[src/rtl/envelope_vca.sv]
// Envelope-controlled amplifier: scales signed samples by an unsigned envelope
// level through a two-stage multiply / round-saturate pipeline with a peak meter.
module envelope_vca #(
  parameter int DW        = 16,
  parameter int EW        = 18,
  parameter int ENV_SHIFT = 7
) (
  input  logic                 clk,
  input  logic                 rst_b,
  input  logic signed [DW-1:0] in_data,
  input  logic                 in_valid,
  output logic                 in_ready,
  input  logic [EW-1:0]        env_value,
  input  logic                 env_busy,
  output logic signed [DW-1:0] out_data,
  output logic                 out_valid,
  input  logic                 out_ready,
  output logic [DW-1:0]        peak_abs,
  output logic                 clip,
  input  logic                 peak_clr
);

  localparam int PW = DW + EW + 1;

  localparam logic signed [PW-1:0] RND  = {{(PW-ENV_SHIFT){1'b0}}, 1'b1, {(ENV_SHIFT-1){1'b0}}};
  localparam logic signed [PW-1:0] MAXV = {{(PW-DW+1){1'b0}}, {(DW-1){1'b1}}};
  localparam logic signed [PW-1:0] MINV = {{(PW-DW+1){1'b1}}, {(DW-1){1'b0}}};
  localparam logic [DW-1:0] MAX_DW = {1'b0, {(DW-1){1'b1}}};
  localparam logic [DW-1:0] MIN_DW = {1'b1, {(DW-1){1'b0}}};

  // Handshake: a word moves on valid & ready in the same cycle. The whole
  // pipeline advances when the output register is empty or being drained;
  // in_ready depends only on out_valid/out_ready, never on in_valid.
  logic adv;
  assign adv      = ~out_valid | out_ready;
  assign in_ready = adv;

  logic signed [PW-1:0] prod;
  logic signed [PW-1:0] s1_prod;
  logic                 s1_valid;
  logic signed [PW-1:0] r_full;
  logic signed [DW-1:0] r_sat;
  logic                 s1_sat;
  logic                 out_sat;
  logic [DW-1:0]        a_abs;
  logic                 xfer;

  always_comb begin
    prod = '0;
    if (env_busy)
      prod = $signed(in_data) * $signed({1'b0, env_value});
  end

  always_ff @(posedge clk or negedge rst_b) begin
    if (!rst_b) begin
      s1_prod  <= '0;
      s1_valid <= 1'b0;
    end else if (adv) begin
      s1_prod  <= prod;
      s1_valid <= in_valid;
    end
  end

  // Round half up, then clamp to the signed output range.
  always_comb begin
    r_full = (s1_prod + RND) >>> ENV_SHIFT;
    r_sat  = r_full[DW-1:0];
    s1_sat = 1'b0;
    if (r_full > MAXV) begin
      r_sat  = MAX_DW;
      s1_sat = 1'b1;
    end else if (r_full < MINV) begin
      r_sat  = MIN_DW;
      s1_sat = 1'b1;
    end
  end

  always_ff @(posedge clk or negedge rst_b) begin
    if (!rst_b) begin
      out_data  <= '0;
      out_sat   <= 1'b0;
      out_valid <= 1'b0;
    end else if (adv) begin
      out_valid <= s1_valid;
      if (s1_valid) begin
        out_data <= r_sat;
        out_sat  <= s1_sat;
      end
    end
  end

  assign xfer = out_valid & out_ready;

  always_comb begin
    if (out_data == MIN_DW)
      a_abs = MAX_DW;
    else if (out_data[DW-1])
      a_abs = DW'(-out_data);
    else
      a_abs = out_data;
  end

  // A transfer in the same cycle as a clear restarts the meter from that sample.
  always_ff @(posedge clk or negedge rst_b) begin
    if (!rst_b) begin
      peak_abs <= '0;
      clip     <= 1'b0;
    end else if (peak_clr) begin
      peak_abs <= xfer ? a_abs : '0;
      clip     <= xfer ? out_sat : 1'b0;
    end else if (xfer) begin
      if (a_abs > peak_abs)
        peak_abs <= a_abs;
      if (out_sat)
        clip <= 1'b1;
    end
  end

endmodule

[config.mk]
export PLATFORM = sky130hd
export DESIGN_NAME = envelope_vca
export DESIGN_NICKNAME = d
export VERILOG_FILES = /design/src/rtl/envelope_vca.sv
export SDC_FILE = /design/constraint.sdc
export NUM_CORES = 1
export LEC_CHECK = 0
export CAP_MARGIN = 30
export CORE_MARGIN = 1
export CORE_UTILIZATION = 57
export DETAILED_ROUTE_END_ITERATION = 12
export PLACE_DENSITY_LB_ADDON = 0.25
export SLEW_MARGIN = 20
export SYNTH_ARGS = -nofsm -noshare
export SYNTH_HDL_FRONTEND = slang
export SYNTH_SLANG_ARGS = --single-unit
[constraint.sdc]
create_clock -name clk -period 4.9 [get_ports clk]
set_input_delay 0.735 -clock clk [delete_from_list [all_inputs] [get_ports clk]]
set_output_delay 0.735 -clock clk [all_outputs]
set_load 0.05 [all_outputs]
---- Yosys cells after proc, flatten, opt, wreduce, memory -nomap -nowiden ----
Index checks and enable logic that the tools add are counted.
cells by class
  add/sub/neg operators ................... 2
  $mul .................................... 1
  $lt $le $gt $ge ......................... 3
  equality and inequality tests ........... 1
  mux-type cells .......................... 15
  bitwise logic cells ..................... 3
  reductions and logical operators ........ 6
operator list
  operator               count
  $mux 16                8
  $add 35x8->35 const B  1
  $mul 16x19->35         1
  $mux 35                1
  $gt 28x16->1 const B   1
  $lt 28x16->1 const B   1
  $eq 16x16->1 const B   1
  $gt 16x16->1           1
  $neg 16->16            1
  $mux 1                 6
  $reduce_and 2->1       3
  $reduce_bool 2->1      3
  $and 1x1->1            1
  $not 1->1              1
  $or 1x1->1             1
word-level totals
  register bits ........................... 71
  input port bits ......................... 40
  word-level logic and storage cells ...... 38

---- Logic depth before layout (Yosys ltp) ----
Gate-level depths: netlist of the first run.
  word-level depth ........................ 7
  depth in mapped cells ................... 23
  gate-level depth less buffers ........... 22

---- Worst setup path after synthesis of the first run ----
OpenSTA, ideal clock, no wires.
  path kind ............................... input to register
  from .................................... in in_data[9]
  to ...................................... reg s1_prod[31]
  arrival ................................. 6519 ps
  required time ........................... 4831 ps
  setup slack ............................. -1688 ps
  stages on the path ...................... 21
  path through ............................ clkbuf_1 > clkbuf_1 > nand2_1 > fa_1 > fa_1 > inv_1 > fa_1 > fa_1 > fa_1 > inv_1 > fa_1 > inv_1 > ha_1 > nand2_1 > o21ai_0 > a31o_2 > a221o_1 > and2_1 > a31oi_1 > or4b_2 > nand3_1
on the way
  cells in the longest elaborated chain, start to end .. 2
RTL lines
  element               RTL line  RTL
  from (decl)           10        input logic signed [DW-1:0] in_data,
  $mul 16x19->35        51        prod = $signed(in_data) * $signed({1'b0, env_value});
  $mux 35               50        if (env_busy)
  to (signal assigned)  59        s1_prod <= prod;
  to (decl)             39        logic signed [PW-1:0] s1_prod;
Every way passes these cells.
A chain may end at the register's enable or synchronous reset.

---- Final worst setup path of the first run ----
  from .................................... in in_data[13]
  to ...................................... reg s1_prod[30]
The elaborated chain is that of the path after synthesis.

==> results.sh, run 1 <==
export IMPL_status="complete, but fails checks"
export IMPL_failed_checks="negative setup slack"
export IMPL_cts_tree="done"
export IMPL_netlist_area_leader_share_pct=32.83
export IMPL_setup_viol=26
export IMPL_routed_wl_mm=38.68
export IMPL_rsz0062_at_grt="yes"
export IMPL_worst_path_max_delay_cell="fa_1"
export IMPL_vias=11930
export IMPL_clk_root_buffer_cell="clkbuf_16"
export IMPL_finClkSkew_ns=0.005222
export IMPL_vias_per_cell=5.673
export IMPL_num_rows=55
export IMPL_synthMuxAreaShare_pct=0.1486
export IMPL_cts_sinks=65
export IMPL_synth_seq_cells=65
export IMPL_clkSlewWorstSetupHoldPaths_ns=0.05
export IMPL_grt_pass1_wl_mm=60.86
export IMPL_min_period_ns=6.133
export IMPL_area_growth_pct=31.87
export IMPL_firstDrtPassIters=5
export IMPL_synthDistinctLibCells=67
export IMPL_coreArea_um2=22920
export IMPL_min_period_over_period_pct=125.2
export IMPL_maxCapViolCount=0
export IMPL_antenna_found_initial=1
export IMPL_ys_top_cells_by_area="fa_1 33%, ha_1 13%, dfrtp_1 12%"
export IMPL_yosys_warnings=0
export IMPL_fillCellCount=1459
export IMPL_synth_compound_area_share_pct=9.526
export IMPL_seq_area_frac_synth_pct=12.07
export IMPL_crit_type="in2reg"
export IMPL_hold_ws_ns=0.5294
export IMPL_hold_violations=0
export IMPL_cts_hold_buf=0
export IMPL_cp_start_kind="input pin"
export IMPL_critPathMaxStageDelay_ns=0.58
export IMPL_fmax_mhz=163.0
export IMPL_critical_path_arrival_ns=6.35
export IMPL_wl_per_cell_um=18.39
export IMPL_end_kind="flip-flop"
export IMPL_syn_inst=1516
export IMPL_cts_buffer_depth=2
export IMPL_final_layout_size_suffix_gt1_share_pct=27.17
export IMPL_drcViolationCount=0
export IMPL_ant_nets=0
export IMPL_grt_ovfl_total=0
export IMPL_synth_common_cells="304 x inv_1, 221 x fa_1, 213 x nand2_1, 141 x ha_1, 132 x and2_1"
export IMPL_synth_edf_count=0
export IMPL_cp_data_required_time_ns=5.12
export IMPL_crit_top_cell="fa_1"
export IMPL_finalSetupTns_ns=-24.25
export IMPL_maxSlewViolCount=0
export IMPL_path_cells="clkdlybuf4s15_1, buf_6, nand2_2, fa_1, fa_1, inv_2, fa_1, fa_1, fa_1, inv_2, fa_1, inv_2, ha_4, o21ai_2, nand2b_1, a31o_4, a221o_1, and2_4, a31oi_4, buf_4, buf_4, xor2_1, o21ai_1"
export IMPL_grt_pass1_vias=12450
export IMPL_ioPinCount=75
export IMPL_die_h_um=155.8
export IMPL_tightest_slew_ns=0.8489
export IMPL_drt_iter0_drc=869
export IMPL_synthesis_nets=1918
export IMPL_synth_adder_area_share_pct=45.92
export IMPL_cts_made_buffers=9
export IMPL_syn_avg_cell_area_um2=8.889
export IMPL_timing_final_ws_setup_ns=-1.233
export IMPL_grt_max_degree=66
export IMPL_nets=2186
export IMPL_synth_area_leader_cell="fa_1"
export IMPL_yosys_area_share_xor_xnor_pct=3.900
export IMPL_hold_class="reg2reg"
export IMPL_gp_congestion=0.9189
export IMPL_grt_total_usage_pct=32.07
export IMPL_synthSimpleGateAreaFrac_pct=18.18
export IMPL_cts_max_level=3
export IMPL_synth_top_family_by_area="adder cells"
export IMPL_die_x_um=155.8
export IMPL_slew_headroom_pct=43.41
export IMPL_initial_core_util_pct=58.80
export IMPL_portBuffers=74
export IMPL_synth_main_ff_cell="dfrtp_1"
export IMPL_hpwl_mm=27.45
export IMPL_clock_latency_ns=0.34
export IMPL_ys_async_sr_fraction_pct=100.0
export IMPL_synth_area_um2=13480
export IMPL_die_area_um2=24260
export IMPL_worstPathMaxFanout=6
export IMPL_yosysMostFrequentCell="inv_1"
[routing by layer]
layer	GRT usage (%)	routed length (um)	vias to the layer above
met5	0	0	-
met4	13.07	1717	0
met3	5.611	2505	169
met2	56.78	20160	481
met1	38.66	14300	5965
li1	-	-	5315
[worst max-delay path, delay by kind of cell]
kind | cells | cell delay, ns
and+or+nand+nor | 3 | 0.39
AOI/OAI and AO/OA | 5 | 0.99
adders and majority gates | 7 | 3.30
xor gates and xnor gates | 1 | 0.14
buffers and inverters | 7 | 0.81
[through the flow]
step | worst slack, ns | util, % | area, um2 | cells
after floorplan | -0.9963 | - | 14180 | 1516
after global placement | -1.806 | 70.63 | 16190 | 2013
after detailed placement | -1.920 | 70.63 | 16190 | 2013
after CTS | -1.230 | 76.16 | 17450 | 2088
after global routing | -1.427 | 77.54 | 17770 | 2103
final | -1.233 | 77.54 | 17770 | 2103
[logic make-up (layout without fill, tap and decap cells)]
family / count (synthesis) / count (layout)
AOI/OAI and AO/OA: 179 / 179
adders and majority gates: 362 / 362
buffers and inverters: 363 / 636
muxes: 2 / 2
other: 0 / 1
and+or+nand+nor: 485 / 485
xor gates and xnor gates: 60 / 60
DFF: 65 / 65
[sequential cells by signal (all words and copies together), names as in the netlist]
register	cells
clip	1
peak_abs	16
out_sat	1
out_data	16
s1_prod	29
s1_valid	1
out_valid	1
[layout make-up]
class | instances | area (um2) | area share, %
inverters | 306 | 1154 | 6.492
well taps | 313 | 391.6 | 2.204
flip-flops and latches | 65 | 1627 | 9.154
repair buffers | 314 | 2879 | 16.20
clock buffers | 10 | 229.0 | 1.289
clock inverters | 6 | 82.58 | 0.4647
diodes | 1 | 2.502 | 0.01408
multi-input cells | 1088 | 11400 | 64.18
[path summary, 6_finish.rpt]
kind / from / end / slack [ns] / cells after the start
worst min-delay path: peak_abs[6] / peak_abs[6] / 0.53 / 1
worst min register to register: peak_abs[6] / peak_abs[6] / 0.53 / 1
min in group asynchronous: rst_b / s1_prod[26] / 0.57 / 2
worst max-delay path: in_data[13] / s1_prod[30] / -1.23 / 23
worst max register to register: out_data[0] / peak_abs[11] / 0.50 / 16
max in group asynchronous: rst_b / s1_prod[25] / 3.75 / 2
[what timing repair did]
item	in CTS	in global routing
gates cloned	7	0
pin swaps	100	83
setup buffers	53	18
gates resized for setup	203	94
setup endpoints to repair	28	27
[cells in the final DEF, fill, tap and decap left out, types with 13 or more instances in the layout]
cell | Yosys | routed
inv_1 | 304 | 270
ha_1 | 141 | 120
xnor2_1 | 32 | 23
clkdlybuf4s50_1 | 0 | 40
nand2_1 | 213 | 194
nor2_1 | 36 | 30
a21o_1 | 14 | 14
a221o_1 | 17 | 17
o21ai_0 | 36 | 14
dfrtp_1 | 65 | 65
a21oi_1 | 31 | 18
inv_2 | 0 | 32
buf_4 | 0 | 176
and2_1 | 132 | 105
o21ai_1 | 2 | 17
fa_1 | 221 | 197
and2_4 | 0 | 27
nand3_1 | 23 | 18
buf_12 | 0 | 13
buf_6 | 2 | 46
ha_4 | 0 | 21
fa_2 | 0 | 24
a22o_1 | 18 | 18
xor2_1 | 28 | 26
Power of run 1 is not shown: default switching activity piles up to over one toggle a cycle in this logic, so the estimate is an artifact.
==> run 2, diff against run 1 <==
--- a/config.mk
+++ b/config.mk
@@ -5,7 +5,7 @@
 export SDC_FILE = /design/constraint.sdc
 export NUM_CORES = 1
 export LEC_CHECK = 0
-export CAP_MARGIN = 30
+export CAP_MARGIN = 20
 export CORE_MARGIN = 1
 export CORE_UTILIZATION = 57
 export DETAILED_ROUTE_END_ITERATION = 12
==> results.sh, run 2 (synthesis gave the netlist of run 1 again) <==
export IMPL_cts_tree="done"
export IMPL_coreArea_um2=22920
export IMPL_place_area_um2=16190
export IMPL_setup_viol=26
export IMPL_maxCapViolCount=0
export IMPL_slew_headroom_pct=36.87
export IMPL_grt_max_degree=66
export IMPL_ioPinCount=75
export IMPL_critical_path_arrival_ns=6.44
export IMPL_portBuffers=74
export IMPL_r2r_start="out_data[0]"
export IMPL_grt_ovfl_total=0
export IMPL_reg2reg_to="peak_abs[14]"
export IMPL_grt_total_usage_pct=32.07
export IMPL_wl_per_cell_um=18.11
export IMPL_worst_path_max_delay_cell="fa_1"
export IMPL_ff2ff_path_depth=16
export IMPL_min_period_over_period_pct=125.8
export IMPL_path_buf_inv=8
export IMPL_cts_hold_buf=0
export IMPL_top_register="s1_prod"
export IMPL_timing_final_ws_setup_ns=-1.262
export IMPL_clk_root_buffer_cell="clkbuf_16"
export IMPL_hpwl_mm=27.45
export IMPL_crit_type="in2reg"
export IMPL_status="complete, but fails checks"
export IMPL_final_common_cell="inv_1"
export IMPL_fillCellCount=1435
export IMPL_grt_pass1_wl_mm=60.86
export IMPL_finClkSkew_ns=0.006492
export IMPL_cp_data_required_time_ns=5.17
export IMPL_min_period_ns=6.162
export IMPL_gp_congestion=0.9189
export IMPL_firstDrtPassIters=5
export IMPL_ant_nets=0
export IMPL_crit_top_cell="fa_1"
export IMPL_antenna_found_initial=1
export IMPL_die_area_um2=24260
export IMPL_die_x_um=155.8
export IMPL_cts_sinks=65
export IMPL_num_rows=55
export IMPL_vias=11850
export IMPL_fmax_mhz=162.3
export IMPL_cp_top_family="adder cells"
export IMPL_reg2reg_slack_ns=0.50
export IMPL_failed_checks="negative setup slack"
export IMPL_startpoint="in_data[7]"
export IMPL_final_layout_size_suffix_gt1_share_pct=28.08
export IMPL_largest_reg_flops=29
export IMPL_final_cell_mix="266 x inv_1, 195 x fa_1, 191 x nand2_1, 178 x buf_4, 120 x ha_1"
export IMPL_area_growth_pct=32.30
export IMPL_design_area_um2=17830
export IMPL_cp_depth=24
export IMPL_top_regs="s1_prod x29, out_data x16, peak_abs x16"
export IMPL_nets=2188
export IMPL_die_h_um=155.8
export IMPL_cts_buffer_depth=2
export IMPL_path_cells="dlygate4sd2_1, buf_12, buf_12, buf_4, nand2_1, fa_1, inv_1, fa_1, ha_1, fa_1, fa_1, inv_1, fa_1, inv_1, ha_4, nand4_1, nor2_4, a31oi_4, nand3_4, and2_4, a31oi_4, buf_4, or4b_4, nand3_2"
export IMPL_cp_start_kind="input pin"
export IMPL_cts_max_level=3
export IMPL_grt_pass1_vias=12450
export IMPL_routed_wl_mm=38.13
export IMPL_worstPathMaxFanout=7
export IMPL_utilization_pct=77.80
export IMPL_finalSetupTns_ns=-24.10
export IMPL_maxSlewViolCount=0
export IMPL_drt_iter0_drc=845
export IMPL_hold_class="reg2reg"
export IMPL_critPathCapture="s1_prod[31]"
export IMPL_cts_made_buffers=9
export IMPL_critPathMaxStageDelay_ns=0.53
export IMPL_rsz0062_at_grt="yes"
export IMPL_drcViolationCount=0
export IMPL_clock_latency_ns=0.34
export IMPL_tightest_slew_ns=0.9447
export IMPL_vias_per_cell=5.629
export IMPL_clkSlewWorstSetupHoldPaths_ns=0.05
export IMPL_hold_violations=0
export IMPL_initial_core_util_pct=58.80
export IMPL_end_kind="flip-flop"
run 2: how the worst min path moves through the flow:
stage | start | to | depth (start not counted)
6_report | peak_abs[6] | peak_abs[6] | 1
5_1_grt | peak_abs[6] | peak_abs[6] | 1
4_1_cts | out_sat | clip | 2
3_5_place_dp | peak_abs[4] | peak_abs[4] | 1
3_3_place_gp | s1_valid | s1_valid | 2
2_1_floorplan | rst_b | clip | 0
run 2: metal layers:
layer	share of wire [%]	vias up	GRT usage, %
met5	0	-	0
met4	4.0	0	13.07
met3	5.9	139	5.611
met2	52	454	56.78
met1	38	5929	38.66
li1	-	5327	-
run 2: layout make-up:
class	count	area (um2)	area share [%]
clock inverters	6	82.58	0.4632
inverters	306	1154	6.471
flip-flops and latches	65	1627	9.123
clock buffers	10	229.0	1.284
multi-input cells	1088	11450	64.22
repair buffers	316	2893	16.23
diodes	1	2.502	0.01404
well taps	313	391.6	2.197
run 2: metrics by stage:
stage	std cells	worst slack [ns]	hold WS, ns
after floorplan	1516	-0.9963	0.4394
after global placement	2013	-1.806	0.4918
after detailed placement	2013	-1.920	0.5220
after CTS	2088	-1.230	0.5363
after global routing	2105	-1.416	0.5502
final	2105	-1.262	0.5306
run 2: what timing repair did:
action                     4_1_cts  5_1_grt
cloned                           7        0
pin swaps                      100       92
gates resized for setup        203      123
setup endpoints to repair       28       28
buffers inserted                53       22
Power of run 2 is left out for the same reason.
